File: src/rtl/wb_pkg.sv
// Shared types and helpers for the writeback arbiter slice.
package wb_pkg;

  localparam int WB_DATA_W = 32;

  // Register index of the program counter; writes to it are never committed.
  localparam logic [3:0] REG_PC = 4'd15;

  typedef struct packed {
    logic                 valid;
    logic [3:0]           rd;
    logic [WB_DATA_W-1:0] data;
  } wb_entry_t;

  function automatic logic [15:0] onehot16(input logic [3:0] rd);
    onehot16 = 16'd1 << rd;
  endfunction

endpackage

File: src/rtl/writeback_arbiter_if.sv
// Result-source and register-bank write-port bundle for the writeback arbiter.
interface writeback_arbiter_if #(
  parameter int DATA_W = 32
) ();

  logic              alu_valid;
  logic [3:0]        alu_rd;
  logic [DATA_W-1:0] alu_data;
  logic              ld_valid;
  logic [3:0]        ld_rd;
  logic [DATA_W-1:0] ld_data;
  logic              ld_ready;
  logic [DATA_W-1:0] pc_in;
  logic              we3;
  logic [3:0]        a3;
  logic [DATA_W-1:0] wd3;
  logic [DATA_W-1:0] r15_out;
  logic [15:0]       pend_mask;
  logic              buf_empty;
  logic              err_pc_wr;

  // Upstream view: result producers and the register bank consumer.
  modport master (
    output alu_valid, alu_rd, alu_data,
    output ld_valid, ld_rd, ld_data,
    output pc_in,
    input  ld_ready, we3, a3, wd3, r15_out, pend_mask, buf_empty, err_pc_wr
  );

  // Arbiter view.
  modport slave (
    input  alu_valid, alu_rd, alu_data,
    input  ld_valid, ld_rd, ld_data,
    input  pc_in,
    output ld_ready, we3, a3, wd3, r15_out, pend_mask, buf_empty, err_pc_wr
  );

endinterface

File: src/rtl/wb_fifo.sv
// Circular buffer of pending load writes with kill-by-destination support.
// Killed entries keep their slot and are still popped in order.
module wb_fifo
  import wb_pkg::*;
#(
  parameter int DEPTH  = 4,
  parameter int DATA_W = 32
) (
  input  logic                   clk,
  input  logic                   rst,
  input  logic                   i_push,
  input  logic [3:0]             i_push_rd,
  input  logic [DATA_W-1:0]      i_push_data,
  input  logic                   i_pop,
  input  logic                   i_kill,
  input  logic [3:0]             i_kill_rd,
  output logic                   o_head_valid,
  output logic [3:0]             o_head_rd,
  output logic [DATA_W-1:0]      o_head_data,
  output logic [$clog2(DEPTH):0] o_count,
  output logic [DEPTH-1:0]       o_vld,
  output logic [DEPTH*4-1:0]     o_rd
);

  localparam int PTR_W = $clog2(DEPTH);

  logic [DEPTH-1:0]  r_vld;
  logic [3:0]        r_rd   [DEPTH];
  logic [DATA_W-1:0] r_data [DEPTH];
  logic [PTR_W-1:0]  r_head;
  logic [PTR_W-1:0]  r_tail;
  logic [PTR_W:0]    r_count;

  logic [DEPTH-1:0]  w_vld_nxt;
  logic [PTR_W:0]    w_count_nxt;

  // Next valid vector and occupancy from kill, pop and push requests.
  always_comb begin
    w_vld_nxt   = r_vld;
    w_count_nxt = r_count;
    if (i_kill) begin
      for (int i = 0; i < DEPTH; i++) begin
        if (r_rd[i] == i_kill_rd) w_vld_nxt[i] = 1'b0;
      end
    end
    if (i_pop)  w_vld_nxt[r_head] = 1'b0;
    if (i_push) w_vld_nxt[r_tail] = 1'b1;
    if (i_push && !i_pop)      w_count_nxt = r_count + 1'b1;
    else if (i_pop && !i_push) w_count_nxt = r_count - 1'b1;
  end

  // Control state: valid bits, pointers and occupancy.
  always_ff @(posedge clk) begin
    if (rst) begin
      r_vld   <= '0;
      r_head  <= '0;
      r_tail  <= '0;
      r_count <= '0;
    end else begin
      r_vld   <= w_vld_nxt;
      r_count <= w_count_nxt;
      if (i_pop)  r_head <= r_head + 1'b1;
      if (i_push) r_tail <= r_tail + 1'b1;
    end
  end

  // Entry payload storage; only meaningful where the valid bit is set.
  always_ff @(posedge clk) begin
    if (i_push) begin
      r_rd[r_tail]   <= i_push_rd;
      r_data[r_tail] <= i_push_data;
    end
  end

  // Flatten entry destinations for the pending-write mask.
  always_comb begin
    o_rd = '0;
    for (int i = 0; i < DEPTH; i++) o_rd[i*4 +: 4] = r_rd[i];
  end

  assign o_head_valid = r_vld[r_head];
  assign o_head_rd    = r_rd[r_head];
  assign o_head_data  = r_data[r_head];
  assign o_count      = r_count;
  assign o_vld        = r_vld;

endmodule

File: src/rtl/writeback_arbiter.sv
// Writeback arbiter: merges ALU results and buffered load returns into the
// register bank's single write port, filters PC writes and publishes the
// set of registers with queued writes.
module writeback_arbiter
  import wb_pkg::*;
#(
  parameter int DEPTH     = 4,
  parameter int DATA_W    = 32,
  parameter int PC_OFFSET = 8
) (
  input  logic              clk,
  input  logic              rst,
  writeback_arbiter_if.slave bus
);

  localparam int CNT_W = $clog2(DEPTH) + 1;

  logic              w_head_valid;
  logic [3:0]        w_head_rd;
  logic [DATA_W-1:0] w_head_data;
  logic [CNT_W-1:0]  w_count;
  logic [DEPTH-1:0]  w_vld;
  logic [DEPTH*4-1:0] w_rd_vec;

  logic              w_empty;
  logic              w_full;
  logic              w_ld_acc;
  logic              w_ld_drop;
  logic              w_bypass;
  logic              w_pop;
  logic              w_push;
  logic              w_sel_we;
  logic [3:0]        w_sel_rd;
  logic [DATA_W-1:0] w_sel_data;
  logic              w_we;
  logic              w_err;
  logic [15:0]       w_pend;

  logic              r_we3_p1;
  logic [3:0]        r_a3_p1;
  logic [DATA_W-1:0] r_wd3_p1;
  logic [DATA_W-1:0] r_r15_p1;
  logic              r_err_p1;

  wb_fifo #(
    .DEPTH  (DEPTH),
    .DATA_W (DATA_W)
  ) u_fifo (
    .clk          (clk),
    .rst          (rst),
    .i_push       (w_push),
    .i_push_rd    (bus.ld_rd),
    .i_push_data  (bus.ld_data),
    .i_pop        (w_pop),
    .i_kill       (bus.alu_valid),
    .i_kill_rd    (bus.alu_rd),
    .o_head_valid (w_head_valid),
    .o_head_rd    (w_head_rd),
    .o_head_data  (w_head_data),
    .o_count      (w_count),
    .o_vld        (w_vld),
    .o_rd         (w_rd_vec)
  );

  assign w_empty  = (w_count == '0);
  assign w_full   = (w_count == CNT_W'(DEPTH));
  assign w_ld_acc = bus.ld_valid && !w_full;

  // Write select: ALU first, then buffer head, then direct load bypass.
  // A load is dropped (handshake still completes) when it targets the PC or
  // the same register as a simultaneous, younger ALU result.
  always_comb begin
    w_sel_we   = 1'b0;
    w_sel_rd   = '0;
    w_sel_data = '0;
    w_pop      = 1'b0;
    w_bypass   = 1'b0;
    if (bus.alu_valid) begin
      w_sel_we   = 1'b1;
      w_sel_rd   = bus.alu_rd;
      w_sel_data = bus.alu_data;
    end else if (!w_empty) begin
      w_pop      = 1'b1;
      w_sel_we   = w_head_valid;
      w_sel_rd   = w_head_rd;
      w_sel_data = w_head_data;
    end else if (bus.ld_valid) begin
      w_bypass   = 1'b1;
      w_sel_we   = 1'b1;
      w_sel_rd   = bus.ld_rd;
      w_sel_data = bus.ld_data;
    end
    w_ld_drop = (bus.alu_valid && (bus.ld_rd == bus.alu_rd)) ||
                (bus.ld_rd == REG_PC);
    w_push    = w_ld_acc && !w_bypass && !w_ld_drop;
    w_we      = w_sel_we && (w_sel_rd != REG_PC);
    w_err     = (bus.alu_valid && (bus.alu_rd == REG_PC)) ||
                (w_ld_acc && (bus.ld_rd == REG_PC));
  end

  // Pending-write mask from queued valid entries only.
  always_comb begin
    w_pend = '0;
    for (int i = 0; i < DEPTH; i++) begin
      if (w_vld[i]) w_pend = w_pend | onehot16(w_rd_vec[i*4 +: 4]);
    end
  end

  // ---- stage p0 -> p1: registered bank write port, PC view and error pulse
  always_ff @(posedge clk) begin
    if (rst) begin
      r_we3_p1 <= 1'b0;
      r_a3_p1  <= '0;
      r_wd3_p1 <= '0;
      r_r15_p1 <= '0;
      r_err_p1 <= 1'b0;
    end else begin
      r_we3_p1 <= w_we;
      r_a3_p1  <= w_sel_rd;
      r_wd3_p1 <= w_sel_data;
      r_r15_p1 <= bus.pc_in + DATA_W'(PC_OFFSET);
      r_err_p1 <= w_err;
    end
  end

  assign bus.ld_ready  = !w_full;
  assign bus.we3       = r_we3_p1;
  assign bus.a3        = r_a3_p1;
  assign bus.wd3       = r_wd3_p1;
  assign bus.r15_out   = r_r15_p1;
  assign bus.pend_mask = w_pend;
  assign bus.buf_empty = w_empty;
  assign bus.err_pc_wr = r_err_p1;

endmodule
File: src/flat_wrapper.sv
// flat-port wrapper written by rule: the top's interface ports become plain ports
module writeback_arbiter_flat import wb_pkg::*;
#(
  parameter int DEPTH     = 4,
  parameter int DATA_W    = 32,
  parameter int PC_OFFSET = 8
)
  (clk, rst, bus_alu_valid, bus_alu_rd, bus_alu_data, bus_ld_valid, bus_ld_rd, bus_ld_data, bus_pc_in, bus_ld_ready, bus_we3, bus_a3, bus_wd3, bus_r15_out, bus_pend_mask, bus_buf_empty, bus_err_pc_wr);
  writeback_arbiter_if #(.DATA_W(DATA_W)) bus_i ();
  input  logic clk;
  input  logic rst;
  input wire logic [$bits(bus_i.alu_valid)-1:0] bus_alu_valid;
  input wire logic [$bits(bus_i.alu_rd)-1:0] bus_alu_rd;
  input wire logic [$bits(bus_i.alu_data)-1:0] bus_alu_data;
  input wire logic [$bits(bus_i.ld_valid)-1:0] bus_ld_valid;
  input wire logic [$bits(bus_i.ld_rd)-1:0] bus_ld_rd;
  input wire logic [$bits(bus_i.ld_data)-1:0] bus_ld_data;
  input wire logic [$bits(bus_i.pc_in)-1:0] bus_pc_in;
  output wire logic [$bits(bus_i.ld_ready)-1:0] bus_ld_ready;
  output wire logic [$bits(bus_i.we3)-1:0] bus_we3;
  output wire logic [$bits(bus_i.a3)-1:0] bus_a3;
  output wire logic [$bits(bus_i.wd3)-1:0] bus_wd3;
  output wire logic [$bits(bus_i.r15_out)-1:0] bus_r15_out;
  output wire logic [$bits(bus_i.pend_mask)-1:0] bus_pend_mask;
  output wire logic [$bits(bus_i.buf_empty)-1:0] bus_buf_empty;
  output wire logic [$bits(bus_i.err_pc_wr)-1:0] bus_err_pc_wr;
  assign bus_i.alu_valid = bus_alu_valid;
  assign bus_i.alu_rd = bus_alu_rd;
  assign bus_i.alu_data = bus_alu_data;
  assign bus_i.ld_valid = bus_ld_valid;
  assign bus_i.ld_rd = bus_ld_rd;
  assign bus_i.ld_data = bus_ld_data;
  assign bus_i.pc_in = bus_pc_in;
  assign bus_ld_ready = bus_i.ld_ready;
  assign bus_we3 = bus_i.we3;
  assign bus_a3 = bus_i.a3;
  assign bus_wd3 = bus_i.wd3;
  assign bus_r15_out = bus_i.r15_out;
  assign bus_pend_mask = bus_i.pend_mask;
  assign bus_buf_empty = bus_i.buf_empty;
  assign bus_err_pc_wr = bus_i.err_pc_wr;
  writeback_arbiter #(.DEPTH(DEPTH), .DATA_W(DATA_W), .PC_OFFSET(PC_OFFSET)) u_core (.clk(clk), .rst(rst), .bus(bus_i));
endmodule
File: config.mk
export PLATFORM = sky130hd
export DESIGN_NAME = writeback_arbiter_flat
export DESIGN_NICKNAME = d
export VERILOG_FILES = /design/src/rtl/wb_pkg.sv /design/src/rtl/writeback_arbiter_if.sv /design/src/rtl/wb_fifo.sv /design/src/rtl/writeback_arbiter.sv /design/src/flat_wrapper.sv
export SDC_FILE = /design/constraint.sdc
export NUM_CORES = 1
export LEC_CHECK = 0
export CAP_MARGIN = 10
export CELL_PAD_IN_SITES_DETAIL_PLACEMENT = 0
export CELL_PAD_IN_SITES_GLOBAL_PLACEMENT = 1
export CORE_MARGIN = 4
export CORE_UTILIZATION = 38
export CTS_CLUSTER_DIAMETER = 120
export DETAILED_ROUTE_END_ITERATION = 8
export PLACE_DENSITY = 0.87
export SKIP_CTS_REPAIR_TIMING = 1
export SYNTH_ARGS = -nofsm -noshare
export SYNTH_HDL_FRONTEND = slang
export SYNTH_SLANG_ARGS = --single-unit
File: constraint.sdc
create_clock -name clk -period 2.66 [get_ports clk]
set_clock_uncertainty 0.2 [all_clocks]
set_input_delay 0.399 -clock clk [delete_from_list [all_inputs] [get_ports clk]]
set_output_delay 0.399 -clock clk [all_outputs]
set_load 0.05 [all_outputs]
== Word level (Yosys, flattened, before mapping) ==
Memory sizes are Yosys's and may differ from the RTL's. A register that Yosys moved wholly into a read port is not among the register bits.
Index checks and enable logic that the tools add are counted.

* Reduce and logical (&&, ||, !) cells: 20
* Add/subtract/negate cells: 5
* Bitwise logic cells: 6
* Equal/unequal tests: 9
* Shifts and indexed selects: 4
* Mux-type cells: 38
* Order comparisons: 4
* Multiply operators: 0
* Div/mod/pow operators: 0

{| class="wikitable"
|+ Operators with widths
! kind !! count
|-
| $mux 32 || 3
|-
| $mux 16 || 4
|-
| $shl 1x4->16 const A || 4
|-
| $or 16x16->16 || 3
|-
| $add 32x4->32 const B || 1
|-
| $mux 4 || 6
|-
| $eq 4x4->1 || 5
|-
| $mux 1 || 16
|-
| $logic_and 1x1->1 || 11
|-
| $eq 4x4->1 const B || 2
|-
| $mux 2 || 4
|-
| $lt 2x3->1 const B || 2
|-
| $mux 3 || 2
|-
| $logic_not 1->1 || 5
|-
| $add 2x1->2 const B || 2
|-
| $and 4x4->4 || 1
|-
| $demux 1 s2 || 2
|-
| $ge 2x1->1 const B || 2
|-
| $ne 4x4->1 const B || 1
|-
| $not 4->4 || 1
|-
| $or 4x4->4 || 1
|-
| $add 3x1->3 const B || 1
|-
| $eq 3x3->1 const B || 1
|-
| $logic_not 3->1 || 1
|-
| 4 further kinds || 5
|}

* Latch bits: 0
* ROM bits: 0
* Memories kept: 2
* Logic and storage cells: 97
* Input bits: 108
* Memory bits (writable): 144
* Output and inout port bits: 88
* Register bits: 81

{| class="wikitable"
|+ Memories
! memory !! words !! bits a word !! rd ports !! clocked after Yosys merged registers in !! wr ports !! line !! RTL
|-
| u_core.u_fifo.r_data || 4 || 32 || 1 || 1 || 1 || wb_fifo.sv:29 || <nowiki>logic [DATA_W-1:0] r_data [DEPTH];</nowiki>
|-
| u_core.u_fifo.r_rd || 4 || 4 || 5 || 1 || 1 || wb_fifo.sv:28 || <nowiki>logic [3:0] r_rd [DEPTH];</nowiki>
|}

== Logic depth before layout (Yosys ltp) ==
* Depth after elaboration: 10
* Gate-level depth with buffers: 11
* Depth with buffers taken out: 10

== Cells and area by module ==
From an unflattened synthesis, not the netlist that was laid out.

* Cells, all modules: 800
* Area, all modules: 10052.1 um^2

{| class="wikitable"
|+ By module, submodules not included
! module !! area each (um^2) !! seq. area each (um^2) !! times used !! cells an instance
|-
| wb_fifo || 6087.1 || 4584.4 || 1 || 277
|-
| writeback_arbiter || 3965.1 || 1401.3 || 1 || 523
|}

== Least setup slack after synthesis ==
OpenSTA, ideal clock, no wires.

* Path type: register -> register
* Start: register u_core.u_fifo.r_count[0] (netlist: u_core.u_fifo.o_count[0])
* End: memory u_core.u_fifo.r_data[0][0], enable pin
* Buffers on the path: 0
* Setup slack: -0.155 ns
* Required time: 2.063 ns
* Cell stages (with the launch flop): 5
* Setup time: 0.397 ns
* Clock period less this slack: 2.815 ns
* Data arrival time: 2.218 ns
* Cells stage by stage: dfxtp_1 or3b_2 nand2_1 a311oi_4 and3_1

* Elaborated cells on any way between the ends: 11
* Classes of those cells: 1 x eq/ne; 4 x mux; 6 x reduce/logical

{| class="wikitable"
|+ RTL lines
! what !! line !! RTL
|-
| start: declaration || wb_fifo.sv:32 || <nowiki>logic [PTR_W:0] r_count;</nowiki>
|-
| start signal: assignment || wb_fifo.sv:61 || <nowiki>r_count <= w_count_nxt;</nowiki>
|-
| $eq 3x3->1 || writeback_arbiter.sv:66 || <nowiki>assign w_full = (w_count == CNT_W'(DEPTH));</nowiki>
|-
| $logic_not 1->1 || n/a ||
|-
| via bus_ld_ready || flat_wrapper.sv:19 || <nowiki>output wire logic [$bits(bus_i.ld_ready)-1:0] bus_ld_ready;</nowiki>
|-
| $logic_and 1x1->1 || writeback_arbiter.sv:67 || <nowiki>assign w_ld_acc = bus.ld_valid && !w_full;</nowiki>
|-
| $logic_and 1x1->1 (2 in series) || writeback_arbiter.sv:95 || <nowiki>w_push = w_ld_acc && !w_bypass && !w_ld_drop;</nowiki>
|-
| $mux 1 || wb_fifo.sv:69 || <nowiki>if (i_push) begin</nowiki>
|-
| $mux 1 (not written as such) || wb_fifo.sv:71 || <nowiki>r_data[r_tail] <= i_push_data;</nowiki>
|-
| end: declaration || wb_fifo.sv:29 ||
|}

The timed path passes the listed nets, and every way through them passes these cells.

==> results.md <==
* R2r worst-path depth at 10
* Vias in the first global route at roughly 6,900
* I/O pin cnt at between 150 and 200
* Yosys cell types at 55
* Largest net degree at the start of global routing at 42
* Initial antenna violation count at 0
* Final Setup Violations at 0
* Hold Path Stages at 2
* Reg2Reg Launch Point: u_core.u_fifo.o_count[2]
* Root buf cell: clkbuf_16
* Via count at around 6,700
* Syn nets at 786
* Mapped Cells at approximately 670
* Fmax at slightly below 400 MHz
* Final Cycle Share at 97.8%
* RSZ-0062 raised after global routing: true
* CTS Buf Count at 23
* Sequential fraction of the synthesis area at 63.1%
* Iter 0 DRT Violations at 733
* Die H at approximately 170 um
* Commonest cells in the synthesized netlist: edfxtp_1, nor2_1, dfxtp_1
* Cell Area, Synth at approximately 0.0095 mm^2
* Worst path bufs/invs at 2
* DIE WIDTH at 166 um
* Primary FF master, synth: edfxtp_1
* Setup TNS at 0 ns
* Pleak at 4.54 nW
* Peak VDD IR at about 0.63 mV
* Tightest Hold Check Type: in -> reg
* Diodes inserted at 0
* Post-DRT Antenna Nets at 0
* Top sig layer: met4
* EDFF count, synth at around 140
* Post-Layout Cell Count at 1,243
* Status: completed
* Maxcap violations at 0
* Place WS at -0.638 ns
* CORE AREA at around 0.024 mm^2
* DR WL/cell at just over 20 um
* Worst EP required at 2.06 ns
* Nets@finish at 1,021
* CTS tree: yes
* Multi-input logic area at 0.00326 mm^2
* Filler instances at between 1,500 and 2,000
* DRT met1 WL at 10,500 um
* # DRC at 0
* Critical path's largest stage delay at 0.49 ns
* Starting Density at roughly 39%
* Slowest CP cell: edfxtp_1
* Port buffer count at about 200
* Clock Latency Late Sink at 0.51 ns
* Met3 routed WL at 1710 um
* GRT Residual Overflow at 0
* Share of post-route cells with drive strength above 1 at 19.3%
* Setup WS post-layout at ~0.058 ns
* Slew @ Worst Pin at roughly 0.7 ns
* Mean Syn Cell Area at ~14 um^2
* Gr usage total at between 10% and 20%
* Longest Clk Path Bufs at 3
* H-tree Lvls at 1
* CP delay by family, top: flip-flops
* Ranking of synthesized cells by area: edfxtp_1, dfxtp_1, mux4_2
* Power density over cell area at 816 mW/mm^2
* CTS Sinks at roughly 230
* Crit-path max FO at 5
* First-pass GRT wire length at ~40,000 um
* Arrival time worst endpoint at ~2 ns
* Vias per cell at between 5 and 6
* Worst-path clk slew at about 0.06 ns
* Most frequent cell after synthesis: edfxtp_1
* Crit end category: output port
* Row count at 57
* Reg area at around 0.006 mm^2
* Max_slew headroom at a little over half
* CP Launch Type: flop
* Power consumption at around 11 mW
* Hold path start: bus_ld_rd[0]
* Synthesis-to-finish area growth at 36.8%
* Worst path cell trace: nor2b_1 -> inv_1 -> o221ai_1 -> buf_12
* Post-synth top area share at between 40% and 50%
* GP Congestion at around 0.89
* Synth area leader: edfxtp_1
* Total Wirelength at approximately 26,000 um
* Fraction of registers with async set/reset at 0%
* WP depth at 4
* Ys Warns at 0
* Slew Limit Fails at 0
* Final Hold Viols at 0
* HPWL Detailed at 17,900 um
* Area of the die at 0.0275 mm^2
* Synth Register Bits at approximately 230
* Routed wl met2 at approximately 13,000 um
* Number of detailed-route iterations in the first pass at 7
* Layout Utilization at 53.0%
* Worst Setup SP: u_core.u_fifo.r_rd[1][1]
* Placed cell count at about 1,200
* Setup CP Type: reg -> out
* Minimum clock period at between 2 and 3 ns
-- worst register-to-register path, delay by kind of cell, from the launching register on --
family | cells | cell delay (ns)
and+or+nand+nor | 4 | 0.74
adders and majority gates | 2 | 0.57
AOI/OAI and AO/OA | 2 | 0.45
DFF | 1 | 0.33
xor gates and xnor gates | 1 | 0.16
buffers and inverters | 1 | 0.05
-- report_power, final --
part           switching [mW]  internal (mW)  leakage [nW]
clock                    1.34           1.79         0.366
combinational            1.73           1.33          2.17
sequential              0.221           4.18          2.00
total                    3.29           7.30          4.54
-- per-layer routing --
layer,up-vias,track usage (%)
met5,-,0
met4,0,5.49
met3,46,3.02
met2,259,30.0
met1,3342,23.7
li1,3072,-
-- through the flow --
stage	cell area, um^2	hold slack (ns)
final	13000	0.0923
after global routing	13000	0.0815
after CTS	12800	0.152
after detailed placement	12100	0.311
after global placement	12100	0.293
after floorplan	9500	0.266
-- final timing paths --
kind	to	slack, ns
min reg2reg	u_core.u_fifo.o_count[2]	0.30
max	bus_pend_mask[10]	0.06
min	u_core.u_fifo.r_rd[1][0]	0.09
max reg2reg	u_core.u_fifo.o_count[2]	0.10
-- state kept, by name (all words and copies together) (netlist names), named ones only --
signal / flops
u_core.u_fifo.r_data: 128
u_core.bus.r15_out: 32
u_core.bus.wd3: 32
u_core.u_fifo.r_rd: 16
u_core.bus.a3: 4
u_core.u_fifo.o_vld: 4
u_core.u_fifo.o_count: 3
u_core.u_fifo.r_head: 2
u_core.u_fifo.r_tail: 2
u_core.bus.err_pc_wr: 1
u_core.bus.we3: 1
-- placed cells by master (no fill, tap or decap), types with 14 or more instances in the layout --
| cell | count |
|---|---|
| buf_12 | 15 |
| edfxtp_1 | 144 |
| buf_4 | 59 |
| a21oi_1 | 14 |
| nor2_1 | 84 |
| a222oi_1 | 31 |
| nand3_1 | 20 |
| clkbuf_16 | 24 |
| clkdlybuf4s50_1 | 169 |
| mux4_2 | 37 |
| xor2_1 | 36 |
| dfxtp_1 | 78 |
-- kinds of logic (layout without fill, tap and decap cells) --
logic type	Yosys count	in the layout	synth area share, %
AO/OA/AOI/OAI	94	94	8.19
buffers and inverters	52	304	2.89
multiplexers	38	38	8.89
flip-flops	227	227	63.1
XOR/XNOR	47	47	4.34
adder cells (fa/ha/maj)	11	11	1.53
AND/OR/NAND/NOR	198	198	11.0
-- layout make-up --
cell class              instances  area share [%]
flip-flops and latches        227            46.2
multi-input cells             388            25.1
clock buffers                  29            4.85
clock inverters                13           0.810
repair buffers                252            19.5
inverters                      10           0.328
well taps                     324            3.13
Power figures use the tool's default switching activity.
